## config.mk

```make
export PLATFORM = sky130hd
export DESIGN_NAME = debounced_pulse_bank
export DESIGN_NICKNAME = d
export VERILOG_FILES = /design/src/rtl/debounced_pulse_bank.sv
export SDC_FILE = /design/constraint.sdc
export NUM_CORES = 1
export LEC_CHECK = 0
export BUFFER_PORTS_ARGS = -buffer_cell sky130_fd_sc_hd__buf_2
export CAP_MARGIN = 40
export CORE_MARGIN = 2
export CORE_UTILIZATION = 28
export CTS_BUF_LIST = sky130_fd_sc_hd__clkbuf_4 sky130_fd_sc_hd__clkbuf_8
export DETAILED_ROUTE_END_ITERATION = 10
export PLACE_DENSITY = 0.43
export REMOVE_ABC_BUFFERS = 1
export SKIP_CTS_REPAIR_TIMING = 1
export SLEW_MARGIN = 30
export SYNTH_ARGS = -nofsm -noshare
export SYNTH_HDL_FRONTEND = slang
export SYNTH_SLANG_ARGS = --single-unit
export TNS_END_PERCENT = 10
```

## constraint.sdc

```tcl
create_clock -name clk -period 2.43 [get_ports clk]
set_input_delay 0.1215 -clock clk [delete_from_list [all_inputs] [get_ports clk]]
set_output_delay 0.1215 -clock clk [all_outputs]
set_load 0.02 [all_outputs]
```

## src/rtl/debounced_pulse_bank.sv

```systemverilog
// Multi-channel button front end: per-channel 2-FF synchroniser, counter debouncer,
// mode-selectable edge pulse and optional auto-repeat, merged into registered pulses.
module debounced_pulse_bank #(
  parameter int unsigned CHANNELS        = 4,
  parameter int unsigned DEBOUNCE_CYCLES = 250000,
  parameter int unsigned REPEAT_DELAY    = 25000000,
  parameter int unsigned REPEAT_PERIOD   = 5000000
) (
  input  logic                clk,
  input  logic                reset_n,
  input  logic [CHANNELS-1:0] L,
  input  logic [1:0]          mode,
  input  logic                repeat_en,
  output logic [CHANNELS-1:0] P,
  output logic [CHANNELS-1:0] level
);

  localparam int unsigned DB_W  = (DEBOUNCE_CYCLES > 1) ? $clog2(DEBOUNCE_CYCLES) : 1;
  localparam int unsigned R_MAX = (REPEAT_DELAY > REPEAT_PERIOD) ? REPEAT_DELAY : REPEAT_PERIOD;
  localparam int unsigned RC_W  = (R_MAX > 1) ? $clog2(R_MAX) : 1;

  localparam logic [DB_W-1:0] DB_LAST = DB_W'(DEBOUNCE_CYCLES - 1);
  localparam logic [RC_W-1:0] RD_LAST = RC_W'(REPEAT_DELAY - 1);
  localparam logic [RC_W-1:0] RP_LAST = RC_W'(REPEAT_PERIOD - 1);

  typedef enum logic [1:0] {
    IDLE        = 2'd0,
    HELD_DELAY  = 2'd1,
    HELD_REPEAT = 2'd2
  } rpt_state_e;

  logic [CHANNELS-1:0] s0;
  logic [CHANNELS-1:0] s1;
  logic                rise_en;
  logic                fall_en;

  // Two-flop synchroniser for the raw pin levels
  always_ff @(posedge clk or negedge reset_n) begin
    if (!reset_n) begin
      s0 <= '0;
      s1 <= '0;
    end else begin
      s0 <= L;
      s1 <= s0;
    end
  end

  always_comb begin
    rise_en = (mode == 2'b00) || (mode == 2'b10);
    fall_en = (mode == 2'b01) || (mode == 2'b10);
  end

  for (genvar i = 0; i < int'(CHANNELS); i++) begin : g_ch
    logic [DB_W-1:0] cnt;
    logic [RC_W-1:0] rcnt;
    logic            stable_q;
    logic            pulse_q;
    rpt_state_e      state;
    logic            accept;
    logic            stable_nxt;
    logic            edge_pulse;

    // Accept decision and the level the debouncer will hold after this edge
    always_comb begin
      accept     = (s1[i] != stable_q) && (cnt == DB_LAST);
      stable_nxt = accept ? s1[i] : stable_q;
      edge_pulse = accept && ((s1[i] && rise_en) || (!s1[i] && fall_en));
    end

    always_ff @(posedge clk or negedge reset_n) begin
      if (!reset_n) begin
        cnt      <= '0;
        rcnt     <= '0;
        stable_q <= 1'b0;
        pulse_q  <= 1'b0;
        state    <= IDLE;
      end else begin
        if ((s1[i] == stable_q) || accept) begin
          cnt <= '0;
        end else begin
          cnt <= cnt + DB_W'(1);
        end
        stable_q <= stable_nxt;
        pulse_q  <= edge_pulse;

        // Repeat FSM keys off the post-update level, so release suppresses a due repeat
        case (state)
          IDLE: begin
            if (repeat_en && stable_nxt) begin
              state <= HELD_DELAY;
              rcnt  <= '0;
            end
          end
          HELD_DELAY: begin
            if (!repeat_en || !stable_nxt) begin
              state <= IDLE;
              rcnt  <= '0;
            end else if (rcnt == RD_LAST) begin
              pulse_q <= 1'b1;
              rcnt    <= '0;
              state   <= HELD_REPEAT;
            end else begin
              rcnt <= rcnt + RC_W'(1);
            end
          end
          HELD_REPEAT: begin
            if (!repeat_en || !stable_nxt) begin
              state <= IDLE;
              rcnt  <= '0;
            end else if (rcnt == RP_LAST) begin
              pulse_q <= 1'b1;
              rcnt    <= '0;
            end else begin
              rcnt <= rcnt + RC_W'(1);
            end
          end
          default: begin
            state <= IDLE;
            rcnt  <= '0;
          end
        endcase
      end
    end

    assign P[i]     = pulse_q;
    assign level[i] = stable_q;
  end

endmodule

```

After elaboration in Yosys (flattened, before gate mapping)
Index checks and enable logic that the tools add are counted.
- bits in registers: 196
- latch bits: 0
- RAM bits: 0
- memory bits (read-only): 0
- input bits: 9
- output and inout port bits: 8
- logic and storage cells: 196
- memories: 0
- $add $sub $neg: 8
- $mul: 0
- divide/modulo/power cells: 0
- order comparisons: 0
- equal/unequal tests: 42
- shift-type cells: 0
- mux-type cells: 72
- bitwise logic cells: 0
- reduce and logical (&&, ||, !) cells: 52
- operators by type and width (operator ; number):
    2-to-1 mux 25 bit ; 20
    one-hot mux 25 bit (3 select lines) ; 4
    adder 25 x 1 -> 25 bit, second input constant ; 4
    equality test 25 x 23 -> 1 bit, second input constant ; 4
    equality test 25 bit, second input constant ; 4
    adder 18 x 1 -> 18 bit, second input constant ; 4
    equality test 18 bit, second input constant ; 4
    2-to-1 mux 18 bit ; 4
    2-to-1 mux 2 bit ; 16
    one-hot mux 2 bit (3 select lines) ; 4
    logical AND 1 bit ; 20
    2-to-1 mux 1 bit ; 20
    inequality test 2 bit, second input constant ; 8
    logical OR 1 bit ; 14
    inequality test 3 bit, second input constant ; 4
    AND reduction 3 bit ; 4
    equality test 2 x 1 -> 1 bit, second input constant ; 5
    equality test 2 bit, second input constant ; 5
    zero test 2 bit ; 5
    zero test 1 bit ; 9
    one-hot mux 1 bit (2 select lines) ; 4
    equality test 1 bit ; 4
    inequality test 1 bit ; 4

Logic depth before layout (Yosys ltp)
Gate-level depths: netlist of run 1.
- depth in word-level cells: 8
- depth in mapped cells: 10
- depth with buffers taken out: 8

Least setup slack after synthesis of run 1
No wires, ideal clock.
- path type: flip-flop to flip-flop
- start point: register g_ch[2].cnt[0]
- end point: register g_ch[2].rcnt[19]
- setup time: 82 ps
- arrival: 2196 ps
- required time: 2348 ps
- path slack: 152 ps
- stages on the path, launching flop included: 10
- path buffers: 2
- clock period less this slack: 2278 ps
- cell sequence: dfrtp_1 > ha_1 > and3_1 > and3_1 > a21bo_2 > a221oi_2 > buf_6 > buf_6 > a21oi_1 > a31oi_1
- longest elaborated chain between the ends: 7
- elaborated cells on any way between the ends: 10
- those cells by class: 2 x eq/ne; 4 x mux; 4 x reduce/logical
- ends and longest elaborated chain (element ; line ; source):
    start, declared ; 54 ; logic [DB_W-1:0] cnt;
    start signal, assigned ; 81 ; cnt <= cnt + DB_W'(1);
    equality test 18 bit (*) ; 65 ; accept = (s1[i] != stable_q) && (cnt == DB_LAST);
    logical AND 1 bit (*) ; 65 ;
    2-to-1 mux 1 bit (*) ; 66 ; stable_nxt = accept ? s1[i] : stable_q;
    zero test 1 bit ; 95, 107 ;
    logical OR 1 bit ; 95, 107 ;
    2-to-1 mux 25 bit, on equally long branches ; 107, 95 ;
    one-hot mux 25 bit (3 select lines) ; 87 ; case (state)
    end signal, assigned ; 103 ; rcnt <= rcnt + RC_W'(1);
    end signal, assigned ; 114 ; rcnt <= rcnt + RC_W'(1);
    end, declared ; 55 ; logic [RC_W-1:0] rcnt;
Mark *: on every way between the ends. The rest lies on a longest branch, timed or not.
A chain may end at the register's enable or synchronous reset.

Final worst setup path of run 1
- start point: register g_ch[2].rcnt[0]
- end point: register g_ch[2].rcnt[18]
- longest elaborated chain between the ends: 4
- elaborated cells on any way between the ends: 8
- those cells by class: 1 x add/sub; 2 x eq/ne; 5 x mux
- ends and longest elaborated chain (element ; line):
    adder 25 x 1 -> 25 bit (tied with other cells) ; 103, 114
    2-to-1 mux 25 bit, on equally long branches ; 110, 98
    2-to-1 mux 25 bit, on equally long branches ; 107, 95
    one-hot mux 25 bit (3 select lines) (*) ; 87
Marks and branches as above.

==> results of run 1 <==
==> metrics by stage <==
| step | util (%) | setup slack (ps) | power, W | setup TNS, ps |
|---|---|---|---|---|
| after floorplan | - | -1090 | 0.00341 | -57680 |
| after global placement | 31.1 | 66.7 | 0.00354 | 0 |
| after detailed placement | 31.1 | 79.0 | 0.00354 | 0 |
| after CTS | 32.1 | 56.1 | 0.00587 | 0 |
| after global routing | 32.8 | -56.0 | 0.00603 | -132 |
| final | 32.8 | 84.4 | 0.00575 | 0 |
==> path summary, 6_finish.rpt <==
kind                                 startpoint  cells past startpoint               end  slack (ps)
worst min-delay path                  repeat_en                      3   g_ch[0].pulse_q         140
min in group asynchronous               reset_n                      2   g_ch[1].rcnt[4]         190
max in group asynchronous               reset_n                      3   g_ch[3].cnt[13]        1470
worst max-delay path            g_ch[2].rcnt[0]                     10  g_ch[2].rcnt[18]          80
worst max register to register  g_ch[2].rcnt[0]                     10  g_ch[2].rcnt[18]          80
worst min register to register            s0[2]                      0             s1[2]         360
==> metal layers <==
layer  vias up  part of all wire [%]  wire length [µm]
li1       4474                     -                 -
met1      4283                    51             13600
met2        65                    45             12000
met3        16                   2.3               608
met4         0                  0.97               255
met5         -                     0                 0
==> cell families after synthesis <==
logic type	after synthesis
compound gates	251
xor+xnor	73
fa+ha+maj	22
buf+inv	102
flops	196
mux	10
simple gates	524
==> layout make-up <==
| class | count | area [µm²] | share of cell area, % |
|---|---|---|---|
| multi-input combinational | 880 | 5610 | 44.4 |
| clock buffer | 21 | 277 | 2.19 |
| inverter | 41 | 154 | 1.22 |
| clock inverter | 10 | 131 | 1.04 |
| tap | 518 | 648 | 5.13 |
| timing repair buffer | 107 | 912 | 7.22 |
| sequential | 196 | 4910 | 38.8 |
==> cell usage after synthesis, types with 6 or more instances <==
cell,count,area [µm²]
a22o_1,19,166
or4_1,6,45.0
clkbuf_1,28,105
o21ai_0,28,140
ha_1,22,275
nand4_1,37,231
nor4_2,6,75.1
dfrtp_1,196,4900
mux2i_1,6,60.1
a31oi_1,67,419
nand3_1,79,395
nand2_1,110,413
nor4_1,23,144
buf_2,9,45.0
or3_1,15,93.8
buf_4,17,128
nand4b_1,6,52.6
and4_1,9,78.8
nor2_1,106,398
a41oi_1,20,175
and3_1,41,257
and2_1,8,50.1
a21oi_1,56,280
nand2b_1,17,106
inv_1,40,150
xor2_1,41,359
o21ai_1,10,50.1
xnor2_1,32,280
nor3_1,25,125
==> worst min-delay path, cell delays in order <==
cell and delay, ps:
buf_2 230, nand3_1 120, o32ai_1 80
==> flip-flops by register name, summed over array words and instances, names as in the netlist <==
register and flops:
g_ch.rcnt 100, g_ch.cnt 72, g_ch.state 8, g_ch.pulse_q 4, g_ch.stable_q 4, s0 4, s1 4
==> power by group <==
group | switching [W] | leakage, nW | internal [W]
clock | 0.00120 | 0.212 | 0.00108
combinational | 0.000124 | 2.34 | 0.0000493
sequential | 0.0000176 | 2.71 | 0.00328
total | 0.00134 | 5.27 | 0.00441
==> results.toml, run 1 <==
[place]
dp_hpwl_mm = 17.6
io_buffers = 16
place_area_mm2 = 0.0120
place_congestion = 0.761
place_inst = 1730

[cells_and_area]
drive_gt1_share_pct = 14.5
fillers = 4058
layout.cells.non_filler = 1773
diodes = 0
syn_to_final_growth_pct = 15.8
nNetsFinal = 1274
layout_commonest_cell = "dfrtp_1"
final_cell_mix = "dfrtp_1 (195), nand2_1 (110), nor2_1 (106), nand3_1 (78), buf_4 (75)"
stdcell_area_mm2 = 0.0126

[floorplan]
dieArea_mm2 = 0.0406
core_mm2 = 0.0386
start_util_pct = 28.3
fp.dieH_um = 201
io_pins = 17
rows = 72
die_w_um = 201

[detailed_routing]
wl_per_cell_um = 14.9
drc_errors = 0
routed_wl_mm = 26.4
via_count = 8838
via_per_inst = 4.98
first_pass_iters = 7
dr.first_iter.drc_count = 426
ant_nets = 0

[yosys]
synth_top_family_by_area = "simple AND/OR/NAND/NOR gates"
async_reset_ff_share_pct = 100
avgSynthCellArea_um2 = 9.26
synthMuxAreaShare_pct = 0.963
yosysSeqAreaShare_pct = 45.0
synth_edf_count = 0
synth_flop_cell = "dfrtp_1"
synth_fa_ha_area_share_pct = 2.52
yosys.area_share.xor_xnor_pct = 5.86
synth_cells = 1178
synth_compound_area_share_pct = 15.4
syn_area_mm2 = 0.0109
yosys_warnings = 0
synthSimpleGateAreaFrac_pct = 25.8
yosysUniqueCellTypes = 69
ys_ff_latch = 196

[timing]
hold_viol = 0
max_freq_mhz = 426
period_needed_ps = 2350
setup_viol = 0
post-route-period-util_pct = 96.5
finClkSkew_ps = 15.5
hold_slack_ps = 135
tightest_slew_ps = 613
relSlewSlack_pct = 58.8
rsz0062_at_grt = "true"
final_max_slew_viol_count = 0

[pwr]
ir_worst_vdd_mv = 0.331
powerDensity_mw_per_mm2 = 455
p_leak_nw = 5.27

[global_routing]
grt_pass1_vias = 8645
met2_usage_pct = 20.5
grt_use_met1_pct = 18.6
grt-busiest-layer = "met2"
grt_pass1_wl_mm = 44.1
grt_usage_pct = 13.2
antenna_found_initial = 0
grt_max_degree = 71
met3_usage_pct = 2.75
overflow = 0

[worst_setup_path]
cp-end-kind = "register"
critPathMaxFanout = 22
worst_path_largest_cell_delay_ps = 380
crit_type = "reg2reg"
cpMaxStageDelayCell = "dfrtp_1"
required_ps = 2810
critPathBufInv = 3
path_cells = "ha_1 -> nand3_4 -> nor4_2 -> buf_4 -> a31o_2 -> a221oi_4 -> buf_6 -> clkbuf_16 -> and3_1 -> a221o_1"
arrival_ps = 2730
start_kind = "register"
crit_family = "simple AND/OR/NAND/NOR gates"

[min_path]
min_path_type = "in2reg"

[clocking]
cts_tree = "done"
clockBufferDepth = 2
cts_root_buf = "clkbuf_8"
clkLatencyLatePin_ps = 490
h-tree-depth = 4
numCtsBuffers = 17
clock_sinks = 196
clkSlewWorstSetupHoldPaths_ps = 100

[run_status]
status = "finished clean"

[run]
cap_violations = 0
(Power assumes the default switching activity.)
==> inputs of run 2 (changes only) <==
CELL_PAD_IN_SITES_DETAIL_PLACEMENT = 0   (was unset)
CELL_PAD_IN_SITES_GLOBAL_PLACEMENT = 1   (was unset)
PLACE_DENSITY = 0.52   (was 0.43)
==> run 2 against run 1 <==
Against the previous run: total power fell by 2.3%; sequential cell count did not move; sequential power barely moved; first-iteration DRC count rose by 19%; largest cell class unchanged; highest routed layer unchanged.
==> results.toml, run 2 (synthesis gave the netlist of run 1 again) <==
[cells_and_area]
syn_to_final_growth_pct = 17.4
finish.utilization_pct = 33.2
layout.cells.non_filler = 1799
regMostFlops = "g_ch.rcnt"
nNetsFinal = 1299
drive_gt1_share_pct = 16.3
reg_top3 = "g_ch.rcnt: 100 flops, g_ch.cnt: 72 flops, g_ch.state: 8 flops"
stdcell_area_mm2 = 0.0128
largest_reg_flops = 100
layout_commonest_cell = "dfrtp_1"
final_cell_mix = "dfrtp_1 (195), nand2_1 (110), nor2_1 (106), buf_4 (100), nand3_1 (77)"

[worst_setup_path]
arrival_ps = 2770
critPathMaxFanout = 6
path_cells = "nor4bb_1 -> buf_4 -> nand4_1 -> o31ai_4 -> a22oi_2 -> buf_4 -> and3_1 -> a221o_1"
worst_path_most_repeated_cell = "buf_4"
worst_path_largest_cell_delay_ps = 440
start_kind = "register"
cp-end-kind = "register"
critPathBufInv = 2
cpMaxStageDelayCell = "dfrtp_1"
crit_family = "compound AO/OA/AOI/OAI gates"
crit_type = "reg2reg"
required_ps = 2810

[run_status]
status = "finished clean"

[floorplan]
rows = 72
dieArea_mm2 = 0.0406
core_mm2 = 0.0386
io_pins = 17
start_util_pct = 28.3
fp.dieH_um = 201
die_w_um = 201

[timing]
tns_ps = 0
period_needed_ps = 2400
relSlewSlack_pct = 59.4
final.setup.worst_slack_ps = 34.8
post-route-period-util_pct = 98.6
final_max_slew_viol_count = 0
hold_viol = 0
setup_viol = 0
tightest_slew_ps = 604
rsz0062_at_grt = "true"
max_freq_mhz = 418
finClkSkew_ps = 19.1

[place]
place_area_mm2 = 0.0122
dp_hpwl_mm = 18.8
place_congestion = 0.784
pre_cts_slack_ps = -76.4
io_buffers = 16
place_inst = 1749

[run]
cap_violations = 0

[detailed_routing]
via_count = 9005
dr.first_iter.drc_count = 507
routed_wl_mm = 27.8
ant_nets = 0
first_pass_iters = 5
wl_per_cell_um = 15.4
via_per_inst = 5.01
drc_errors = 0

[clocking]
clkSlewWorstSetupHoldPaths_ps = 110
clockBufferDepth = 2
cts_tree = "done"
clock_sinks = 196
clkLatencyLatePin_ps = 490
cts_root_buf = "clkbuf_8"
h-tree-depth = 4
numCtsBuffers = 17

[pwr]
p_leak_nw = 5.37
powerDensity_mw_per_mm2 = 439
ir_worst_vdd_mv = 0.311

[global_routing]
grt_use_met1_pct = 19.9
antenna_found_initial = 0
grt_pass1_wl_mm = 46.4
grt-busiest-layer = "met2"
grt_usage_pct = 14.0
overflow = 0
grt_max_degree = 61
met2_usage_pct = 21.8
met3_usage_pct = 2.51
grt_pass1_vias = 8771

[min_path]
min_path_type = "in2async"
[run 2: cell types whose count changed in the layout (fill, tap and decap cells not counted), sizes merged]
cell,change
buf,+26
inv,+2
bufinv,-2
clkinvlp,+1
a22oi,+1
clkbuf,-3
diode,+1
[run 2: stage by stage]
step / hold slack (ps) / power (W)
2_1_floorplan: -174 / 0.00341
3_3_place_gp: 102 / 0.00354
3_5_place_dp: 103 / 0.00354
4_1_cts: -458 / 0.00575
5_1_grt: 154 / 0.00590
6_report: 144 / 0.00562
[run 2: area by class of cell]
| cell class | instances | area [µm²] |
|---|---|---|
| Antenna cell | 1 | 2.50 |
| Clock buffer | 20 | 269 |
| Clock inverter | 11 | 104 |
| Fill cell | 4082 | 25800 |
| Inverter | 41 | 154 |
| Multi-Input combinational cell | 881 | 5630 |
| Sequential cell | 196 | 4910 |
| Tap cell | 518 | 648 |
| Timing Repair Buffer | 131 | 1090 |
[run 2: worst register-to-register path: stages (launching register included)]
cell      delay, ps
dfrtp_1         440
nor4bb_1        370
buf_4           190
nand4_1         160
o31ai_4         300
a22oi_2         220
buf_4           200
and3_1          150
a221o_1         250
[run 2: layer usage]
metal	share of wire [%]	vias to the layer above	wire length [µm]
li1	-	4512	-
met1	51	4398	14200
met2	45	79	12600
met3	2.3	16	641
met4	1.1	0	316
met5	0	-	0
[run 2: power breakdown]
group	leakage [nW]	internal [W]	switching, W	total [W]
Clock	0.189	0.000878	0.00127	0.00215
Combinational	2.47	0.0000508	0.000126	0.000176
Sequential	2.71	0.00328	0.0000172	0.00330
[run 2: worst paths after layout]
path / start / end / slack, ps / cells after the start
worst min-delay path: reset_n / s1[3] / 140 / 2
min in group clk: repeat_en / g_ch[0].state[0] / 180 / 3
worst max-delay path: g_ch[0].rcnt[14] / g_ch[0].rcnt[19] / 30 / 8
worst min register to register: s0[1] / s1[1] / 350 / 0
worst max register to register: g_ch[0].rcnt[14] / g_ch[0].rcnt[19] / 30 / 8
max in group asynchronous: reset_n / g_ch[2].rcnt[21] / 1500 / 3
